File: src/rtl/max_argmax_tree_pipe.sv
// max_argmax_tree_pipe: registered max/argmax reduction tree over float lanes.
// Define MAX_TREE_NAN_CHECK_EN for NaN-lowest ordering and the o_all_nan flag.
module max_argmax_tree_pipe #(
    parameter int DATA_WIDTH = 32,
    parameter int EXP_WIDTH  = 8,
    parameter int CHANNELS   = 4,
    localparam int IDX_WIDTH = (CHANNELS > 2) ? $clog2(CHANNELS) : 1,
    localparam int LEVELS    = $clog2(CHANNELS)
) (
    input  logic                           clk,
    input  logic                           rst_n,
    input  logic                           i_valid,
    output logic                           o_ready,
    input  logic [DATA_WIDTH*CHANNELS-1:0] i_data,
    input  logic                           i_ready,
    output logic                           o_valid,
    output logic [DATA_WIDTH-1:0]          o_data,
    output logic [IDX_WIDTH-1:0]           o_index
`ifdef MAX_TREE_NAN_CHECK_EN
    ,
    output logic                           o_all_nan
`endif
);

    localparam int MANT_WIDTH = DATA_WIDTH - 1 - EXP_WIDTH;

    // Entries at tree level l (level 0 is the raw input vector).
    function automatic int lvl_n(input int l);
        int n;
        n = CHANNELS;
        for (int t = 0; t < l; t++) begin
            n = (n + 1) / 2;
        end
        return n;
    endfunction

    // First register slot of pipeline stage s in the flat storage.
    function automatic int lvl_off(input int s);
        int o;
        o = 0;
        for (int t = 0; t < s; t++) begin
            o = o + lvl_n(t + 1);
        end
        return o;
    endfunction

    localparam int TOTAL = lvl_off(LEVELS);
    localparam int HALF  = (CHANNELS + 1) / 2;

    // Magnitude x > y, exponent field first, then mantissa.
    function automatic logic mag_gt(
        input logic [DATA_WIDTH-2:0] x,
        input logic [DATA_WIDTH-2:0] y
    );
        logic [EXP_WIDTH-1:0] ex;
        logic [EXP_WIDTH-1:0] ey;
        ex = x[DATA_WIDTH-2 -: EXP_WIDTH];
        ey = y[DATA_WIDTH-2 -: EXP_WIDTH];
        if (ex != ey) begin
            return ex > ey;
        end
        return x[MANT_WIDTH-1:0] > y[MANT_WIDTH-1:0];
    endfunction

`ifdef MAX_TREE_NAN_CHECK_EN
    function automatic logic is_nan(input logic [DATA_WIDTH-1:0] v);
        return (&v[DATA_WIDTH-2 -: EXP_WIDTH]) && (|v[MANT_WIDTH-1:0]);
    endfunction
`endif

    // True only when b is strictly greater than a, so ties keep a.
    function automatic logic b_wins(
        input logic [DATA_WIDTH-1:0] a,
        input logic [DATA_WIDTH-1:0] b
    );
        logic sa;
        logic sb;
        logic [DATA_WIDTH-2:0] ma;
        logic [DATA_WIDTH-2:0] mb;
        sa = a[DATA_WIDTH-1];
        sb = b[DATA_WIDTH-1];
        ma = a[DATA_WIDTH-2:0];
        mb = b[DATA_WIDTH-2:0];
`ifdef MAX_TREE_NAN_CHECK_EN
        if (is_nan(b)) begin
            return 1'b0;
        end
        if (is_nan(a)) begin
            return 1'b1;
        end
`endif
        if ((ma == '0) && (mb == '0)) begin
            return 1'b0;
        end
        if (sa != sb) begin
            return sa;
        end
        if (!sa) begin
            return mag_gt(mb, ma);
        end
        return mag_gt(ma, mb);
    endfunction

    logic [DATA_WIDTH-1:0] r_val   [TOTAL];
    logic [IDX_WIDTH-1:0]  r_idx   [TOTAL];
    logic [DATA_WIDTH-1:0] nxt_val [TOTAL];
    logic [IDX_WIDTH-1:0]  nxt_idx [TOTAL];
    logic [LEVELS-1:0]     r_vld;
    logic                  adv;

    logic [DATA_WIDTH-1:0] va;
    logic [DATA_WIDTH-1:0] vb;
    logic [IDX_WIDTH-1:0]  xa;
    logic [IDX_WIDTH-1:0]  xb;
    logic                  has_b;
    int                    ia;
    int                    ib;

`ifdef MAX_TREE_NAN_CHECK_EN
    logic [TOTAL-1:0] r_nan;
    logic [TOTAL-1:0] nxt_nan;
    logic             na;
    logic             nb;
`endif

    assign adv     = ~o_valid | i_ready;
    assign o_ready = adv;
    assign o_valid = r_vld[LEVELS-1];
    assign o_data  = r_val[TOTAL-1];
    assign o_index = r_idx[TOTAL-1];
`ifdef MAX_TREE_NAN_CHECK_EN
    assign o_all_nan = r_nan[TOTAL-1];
`endif

    // Pairwise reduction of every level into the next stage's registers.
    always_comb begin
        for (int k = 0; k < TOTAL; k++) begin
            nxt_val[k] = '0;
            nxt_idx[k] = '0;
        end
        va    = '0;
        vb    = '0;
        xa    = '0;
        xb    = '0;
        has_b = 1'b0;
        ia    = 0;
        ib    = 0;
`ifdef MAX_TREE_NAN_CHECK_EN
        nxt_nan = '0;
        na      = 1'b0;
        nb      = 1'b0;
`endif
        for (int s = 0; s < LEVELS; s++) begin
            for (int j = 0; j < HALF; j++) begin
                if (j < lvl_n(s + 1)) begin
                    ia    = 2 * j;
                    ib    = 2 * j + 1;
                    has_b = ib < lvl_n(s);
                    vb    = '0;
                    xb    = '0;
                    if (s == 0) begin
                        va = i_data[DATA_WIDTH*ia +: DATA_WIDTH];
                        xa = IDX_WIDTH'(ia);
                        if (has_b) begin
                            vb = i_data[DATA_WIDTH*ib +: DATA_WIDTH];
                            xb = IDX_WIDTH'(ib);
                        end
                    end else begin
                        va = r_val[lvl_off(s - 1) + ia];
                        xa = r_idx[lvl_off(s - 1) + ia];
                        if (has_b) begin
                            vb = r_val[lvl_off(s - 1) + ib];
                            xb = r_idx[lvl_off(s - 1) + ib];
                        end
                    end
`ifdef MAX_TREE_NAN_CHECK_EN
                    if (s == 0) begin
                        na = is_nan(va);
                        nb = has_b ? is_nan(vb) : 1'b1;
                    end else begin
                        na = r_nan[lvl_off(s - 1) + ia];
                        nb = has_b ? r_nan[lvl_off(s - 1) + ib] : 1'b1;
                    end
                    nxt_nan[lvl_off(s) + j] = na & nb;
`endif
                    if (has_b && b_wins(va, vb)) begin
                        nxt_val[lvl_off(s) + j] = vb;
                        nxt_idx[lvl_off(s) + j] = xb;
                    end else begin
                        nxt_val[lvl_off(s) + j] = va;
                        nxt_idx[lvl_off(s) + j] = xa;
                    end
                end
            end
        end
    end

    // All stages shift together on advance and hold together on stall.
    always_ff @(posedge clk or negedge rst_n) begin
        if (!rst_n) begin
            r_vld <= '0;
            for (int k = 0; k < TOTAL; k++) begin
                r_val[k] <= '0;
                r_idx[k] <= '0;
            end
`ifdef MAX_TREE_NAN_CHECK_EN
            r_nan <= '0;
`endif
        end else if (adv) begin
            r_vld <= (r_vld << 1) | LEVELS'(i_valid);
            for (int k = 0; k < TOTAL; k++) begin
                r_val[k] <= nxt_val[k];
                r_idx[k] <= nxt_idx[k];
            end
`ifdef MAX_TREE_NAN_CHECK_EN
            r_nan <= nxt_nan;
`endif
        end
    end

endmodule

File: config.mk
export PLATFORM = sky130hd
export DESIGN_NAME = max_argmax_tree_pipe
export DESIGN_NICKNAME = d
export VERILOG_FILES = /design/src/rtl/max_argmax_tree_pipe.sv
export SDC_FILE = /design/constraint.sdc
export NUM_CORES = 1
export LEC_CHECK = 0
export ABC_AREA = 1
export CELL_PAD_IN_SITES_DETAIL_PLACEMENT = 0
export CELL_PAD_IN_SITES_GLOBAL_PLACEMENT = 1
export CORE_ASPECT_RATIO = 1.5
export CORE_MARGIN = 3
export CORE_UTILIZATION = 29
export DETAILED_ROUTE_END_ITERATION = 8
export PLACE_DENSITY_LB_ADDON = 0.1
export SYNTH_ARGS = -nofsm -noshare
export SYNTH_HDL_FRONTEND = slang
export SYNTH_SLANG_ARGS = --single-unit
File: constraint.sdc
create_clock -name clk -period 1.9 [get_ports clk]
set_input_delay 0.38 -clock clk [delete_from_list [all_inputs] [get_ports clk]]
set_output_delay 0.38 -clock clk [all_outputs]
set_load 0.05 [all_outputs]
==> flow_summary.json, run 1 <==
{
  "status": "finished with violations",
  "violations": "negative setup slack",
  "drc_errors": 0,
  "fin_nets": 2018,
  "post-route-period-util_pct": 114,
  "synthCells": 1303,
  "core_um2": 28900,
  "worst_slack_ns": -0.272,
  "synth.distinct_cells": 30,
  "antenna_found_initial": 0,
  "viasPerCell": 4.56,
  "cpMostUsedCell": "nand3_2",
  "stdcell_count": 2188,
  "finalCriticalPeriod_ns": 2.17,
  "gr-total-overflow": 0,
  "drtIter0Drc": 364,
  "p_leak_uw": 0.00858,
  "row_count": 76,
  "crit_path_end_kind": "register",
  "criticalPathCategory": "register to register",
  "initial_core_util_pct": 29.6,
  "detail_route.wl_per_cell_um": 15.6,
  "wl_um": 34200,
  "tritoncts": "yes",
  "tightest_slew_ns": 0.488,
  "maxCapViolCount": 0,
  "drive_gt1_share_pct": 55.1,
  "grt_pass1_wl_um": 53800,
  "cp_data_required_time_ns": 2.20,
  "hold_depth": 2,
  "grt_pass1_vias": 10623,
  "setup_viol": 92,
  "slew_headroom_pct": 67.4,
  "fmax_mhz": 460,
  "io_buffers": 167,
  "cp.depth": 15,
  "cp-start-kind": "register",
  "fin_worst_skew_ns": 0.00840,
  "gp_congestion": 0.861,
  "dr.pass1.iters": 4,
  "hold_path_class": "register to register",
  "finalMaxSlewViolations": 0,
  "cts.clk_slew.worst_paths_ns": 0.07,
  "crit_buf_inv": 2,
  "yosysTopAreaCell": "dfrtp_1",
  "die_h_um": 216,
  "ioPinCount": 168,
  "h-tree-depth": 3,
  "vdd_drop_max_uv": 539,
  "dpl.hpwl_um": 23400,
  "critPathMaxStageDelay_ns": 0.45,
  "rsz0062_at_grt": "true",
  "cts_buffer_depth": 2,
  "grt_max_degree": 102,
  "clkLatencyLatePin_ns": 0.36,
  "grtUsageTotal_pct": 21.0,
  "dieArea_um2": 31600,
  "synth_top_area_share_pct": 30.2,
  "placed_cells": 2087,
  "critPathTopFamily": "simple AND/OR/NAND/NOR gates",
  "syn_nets": 1528,
  "p_per_area_nw_per_um2": 811,
  "cts.sinks": 103,
  "area_growth_pct": 93.9,
  "ys_seq_area_share_pct": 30.2,
  "final_util_pct": 57.3,
  "antenna_cells": 0,
  "cts_root_buf": "clkbuf_16",
  "cp_max_fo": 7,
  "synth_area_leaders": "dfrtp_1 (30%), nand2_1 (19%), ha_1 (14%)",
  "reg2regPathDepth": 15,
  "vias": 9988,
  "cts_buffers": 9,
  "finalHoldViolations": 0,
  "crit_path_cell_trace": "ha_4 > nand2_4 > nor2_4 > nand2_1 > nor2_2 > nor2_2 > nand3_2 > nand2_2 > nand2_2 > nand3_4 > buf_12 > buf_12 > nand3_2 > nand3_2 > nand2_1",
  "die-width_um": 146,
  "arrival_ns": 2.47,
  "syn_area_per_cell_um2": 6.56,
  "ys_warn_count": 0,
  "synth-seq-cells": 103,
  "syn-cell-area_um2": 8550,
  "drtAntennaViolNets": 0,
  "worst_path_max_delay_cell": "dfrtp_2"
}
[tightest hold or removal path, stage by stage (launching register included)]
cell and delay, ns:
dfrtp_1 0.32, inv_1 0.04, nand2_1 0.05
[stage by stage]
stage / TNS (ns) / total power, uW / setup slack, ns / area (um^2) / hold WS (ns)
2_1_floorplan: -0.0262 / 6740 / -0.0156 / 8740 / 0.0844
3_3_place_gp: -66.94 / 9460 / -0.986 / 12800 / 0.376
3_5_place_dp: -68.37 / 9500 / -1.01 / 12800 / 0.358
4_1_cts: -11.38 / 12800 / -0.305 / 15400 / 0.440
5_1_grt: -20.62 / 14400 / -0.395 / 16600 / 0.463
6_report: -10.74 / 13400 / -0.272 / 16600 / 0.456
[cell families after synthesis]
logic type	count (synthesis)	synth area share, %
flip-flops	103	30.2
adder cells (fa/ha/maj)	93	13.6
AND/OR/NAND/NOR	770	39.4
AO/OA/AOI/OAI	49	3.07
buffers and inverters	288	13.8
[synth_stat cells]
library cell and n:
nand2_1 432, inv_1 235, nand3_1 209, dfrtp_1 103, ha_1 93, nor2_1 57, nand4_1 42, a21oi_1 34
clkbuf_1 18, buf_2 15, nor4_1 11, buf_6 9, o21ai_0 6, buf_1 4, nor3_1 4, a21o_1 3
buf_4 3, inv_2 3, nand2_2 3, nand3_2 3, nor2_2 3, o21a_1 3, nand2_4 2, o21ai_1 2
clkinv_2 1, nand3_4 1, nand3b_1 1, nor3_2 1, o21bai_1 1, or2_2 1
[sequential cells by signal, indices dropped and copies added, names as in the netlist]
name     count
o_data      32
va          32
vb          32
o_index      2
r_vld        2
xb           2
xa           1
[area by class of cell]
cell class / instances / area (um^2)
sequential: 103 / 2580
tap: 390 / 488
fill: 2772 / 12300
clock inverter: 6 / 83.8
clock buffer: 10 / 239
inverter: 239 / 937
timing repair buffer: 528 / 4720
multi-input combinational: 912 / 7530
[power breakdown]
part / total (uW) / internal [uW] / switching [uW]
combinational: 8180 / 3540 / 4640
sequential: 3270 / 2800 / 463
clock: 2000 / 1190 / 814
total: 13400 / 7530 / 5910
[timing repair]
action                                  CTS  global route
endpoints found under the hold margin    30             0
pin swaps                               148           176
gates cloned                             19             4
gates resized for setup                 711           304
endpoints found under the setup margin  101            98
setup buffers                            57            19
hold buffers                              1             0
[worst paths after layout]
| path | startpoint | to | slack, ns |
|---|---|---|---|
| min in group asynchronous | rst_n | r_vld[1]$_DFFE_PN0P_ | 0.52 |
| max in group asynchronous | rst_n | o_data[17]$_DFFE_PN0P_ | 0.74 |
| setup / recovery | va[22]$_DFFE_PN0P_ | o_data[30]$_DFFE_PN0P_ | -0.27 |
| setup reg to reg | va[22]$_DFFE_PN0P_ | o_data[30]$_DFFE_PN0P_ | -0.27 |
| hold reg to reg | r_vld[0]$_DFFE_PN0P_ | r_vld[1]$_DFFE_PN0P_ | 0.46 |
| hold / removal | r_vld[0]$_DFFE_PN0P_ | r_vld[1]$_DFFE_PN0P_ | 0.46 |
[routing by layer]
metal / vias up / wire, um / part of all wire [%] / GRT usage [%]
li1: 5108 / - / - / -
met1: 4633 / 13300 / 39 / 23.5
met2: 194 / 18700 / 55 / 39.4
met3: 53 / 963 / 2.8 / 2.51
met4: 0 / 1270 / 3.7 / 9.76
met5: - / 0 / 0 / 0
[layout by cell type (no fill, tap or decap), drive strengths merged, types with 2 or more instances in the layout]
cell,instances
a21o,3
a21oi,34
buf,455
bufinv,2
clkbuf,25
clkdlybuf4s15,25
clkdlybuf4s50,6
clkinv,6
dfrtp,103
dlygate4sd2,26
ha,93
inv,237
nand2,437
nand3,213
nand4,42
nor2,60
nor3,5
nor4,11
o21a,3
o21ai,8
No activity file was read; power rests on OpenSTA's default activity.
==> run 2, diff against run 1 <==
Settings changed: CTS_CLUSTER_DIAMETER set to 100, CTS_CLUSTER_SIZE set to 20.
==> results of run 2 <==
Final layout, timing and power as in run 1 (identical DEF).
==> run 3, diff against run 2 <==
Settings changed: CORE_UTILIZATION 29 to 40.
Clock period 1.9 ns to 2.67 ns, I/O delays scaled along.
==> run 3 against run 2 <==
Compared with the run above:
- the run now ends clean
- final cell count is 16% lower
- largest power group unchanged
- clock power down 36%
- count of clock-buffer cells in the layout grew 3
- design area shrank 28%
==> flow_summary.json, run 3 (synthesis results as in run 1) <==
{
  "final_util_pct": 57.3,
  "fin_nets": 1798,
  "placed_cells": 1819,
  "grt_pass1_vias": 8912,
  "cts.sinks": 103,
  "drtIter0Drc": 438,
  "vias": 8888,
  "grtUsageTotal_pct": 21.6,
  "clkLatencyLatePin_ns": 0.35,
  "hold_path_class": "primary input to asynchronous set/reset pin",
  "timing.hold.ws_ns": 0.137,
  "fin_worst_skew_ns": 0.00703,
  "gp_congestion": 0.853,
  "initial_core_util_pct": 41.2,
  "p_leak_uw": 0.00657,
  "die_h_um": 185,
  "maxCapViolCount": 0,
  "cts_buffers": 9,
  "vdd_drop_max_uv": 346,
  "gr-usage-met3_pct": 2.08,
  "ioPinCount": 168,
  "wl_um": 25800,
  "core_um2": 20700,
  "use_met1_pct": 26.4,
  "slew_headroom_pct": 62.1,
  "row_count": 64,
  "io_buffers": 167,
  "drc_errors": 0,
  "final_common_cell": "nand2_1",
  "cts_buffer_depth": 2,
  "gr-total-overflow": 0,
  "p_per_area_nw_per_um2": 631,
  "antenna_cells": 0,
  "finalHoldViolations": 0,
  "cts_root_buf": "clkbuf_16",
  "drive_gt1_share_pct": 11.7,
  "cts_hold_buffers": 0,
  "setup_viol": 0,
  "finalMaxSlewViolations": 0,
  "finalInstanceArea_um2": 11900,
  "detail_route.wl_per_cell_um": 14.0,
  "h-tree-depth": 3,
  "grt_busiest_layer": "met2",
  "dr.pass1.iters": 5,
  "drtAntennaViolNets": 0,
  "layout_common_cells": "nand2_1 (431), inv_1 (235), nand3_1 (207)",
  "cts.clk_slew.worst_paths_ns": 0.07,
  "fmax_mhz": 387,
  "finalCriticalPeriod_ns": 2.59,
  "status": "finished clean",
  "placed_area_um2": 11400,
  "dieArea_um2": 23200,
  "post-route-period-util_pct": 96.9,
  "dpl.hpwl_um": 19900,
  "criticalPathCategory": "primary input to register",
  "tritoncts": "yes",
  "arrival_ns": 2.83,
  "cp-start-kind": "primary input",
  "tightest_slew_ns": 0.567,
  "die-width_um": 125,
  "area_growth_pct": 39.0,
  "stdcell_count": 1842,
  "cp_max_fo": 6,
  "crit_path_end_kind": "register",
  "viasPerCell": 4.83,
  "met2_usage_pct": 40.0,
  "grt_max_degree": 104,
  "reg2regPathDepth": 12,
  "antenna_found_initial": 0,
  "cp_data_required_time_ns": 2.91,
  "grt_pass1_wl_um": 41600
}
-- run 3: worst paths after layout --
| check | from | slack (ns) | endpoint |
|---|---|---|---|
| max | i_data[43] | 0.08 | va[15]$_DFFE_PN0P_ |
| min | rst_n | 0.14 | va[24]$_DFFE_PN0P_ |
| max reg2reg | vb[28]$_DFFE_PN0P_ | 0.32 | o_data[20]$_DFFE_PN0P_ |
| min reg2reg | r_vld[0]$_DFFE_PN0P_ | 0.45 | r_vld[1]$_DFFE_PN0P_ |
| max in group asynchronous | rst_n | 1.85 | va[10]$_DFFE_PN0P_ |
| min in group clk | r_vld[0]$_DFFE_PN0P_ | 0.45 | r_vld[1]$_DFFE_PN0P_ |
-- run 3: what timing repair did --
item / 4_1_cts / 5_1_grt
setup buffers: 0 / 2
endpoints found under the setup margin: 0 / 31
resized for setup: 0 / 16
-- run 3: routing by layer --
layer,part of all wire (%),up-vias
met1,43,4004
met3,3.2,32
li1,-,4668
met4,2.5,0
met2,51,184
met5,0,-
-- run 3: worst max-delay path, cell delays in order --
cell             delay [ns]
clkdlybuf4s50_1        0.48
inv_1                  0.07
ha_1                   0.28
nand2_1                0.06
nor2_2                 0.12
nand4_1                0.21
nor2_2                 0.19
buf_4                  0.12
nand4_1                0.10
nand3_2                0.10
nand2_4                0.10
nand2_8                0.13
clkbuf_16              0.16
nand2_1                0.05
nand3_1                0.06
nand2_1                0.06
-- run 3: through the flow --
step / setup slack [ns] / setup TNS (ns) / total power (uW)
2_1_floorplan: 0.550 / 0 / 4760
3_3_place_gp: -0.225 / -12.78 / 6140
3_5_place_dp: -0.317 / -15.47 / 6180
4_1_cts: 0.0462 / 0 / 7500
5_1_grt: -0.0456 / -0.844 / 8060
6_report: 0.0830 / 0 / 7500
-- run 3: where the power goes --
| part | total (uW) | internal [uW] | switching [uW] |
|---|---|---|---|
| clock | 1290 | 730 | 557 |
| sequential | 2290 | 1990 | 299 |
| combinational | 3920 | 1460 | 2460 |
| total | 7500 | 4190 | 3310 |
-- run 3: layout make-up --
class / count / area [um^2]
clock inverter: 3 / 15.0
tap: 264 / 330
multi-input combinational: 912 / 4840
sequential: 103 / 2580
timing repair buffer: 308 / 2930
inverter: 239 / 900
fill: 2100 / 8860
clock buffer: 13 / 280
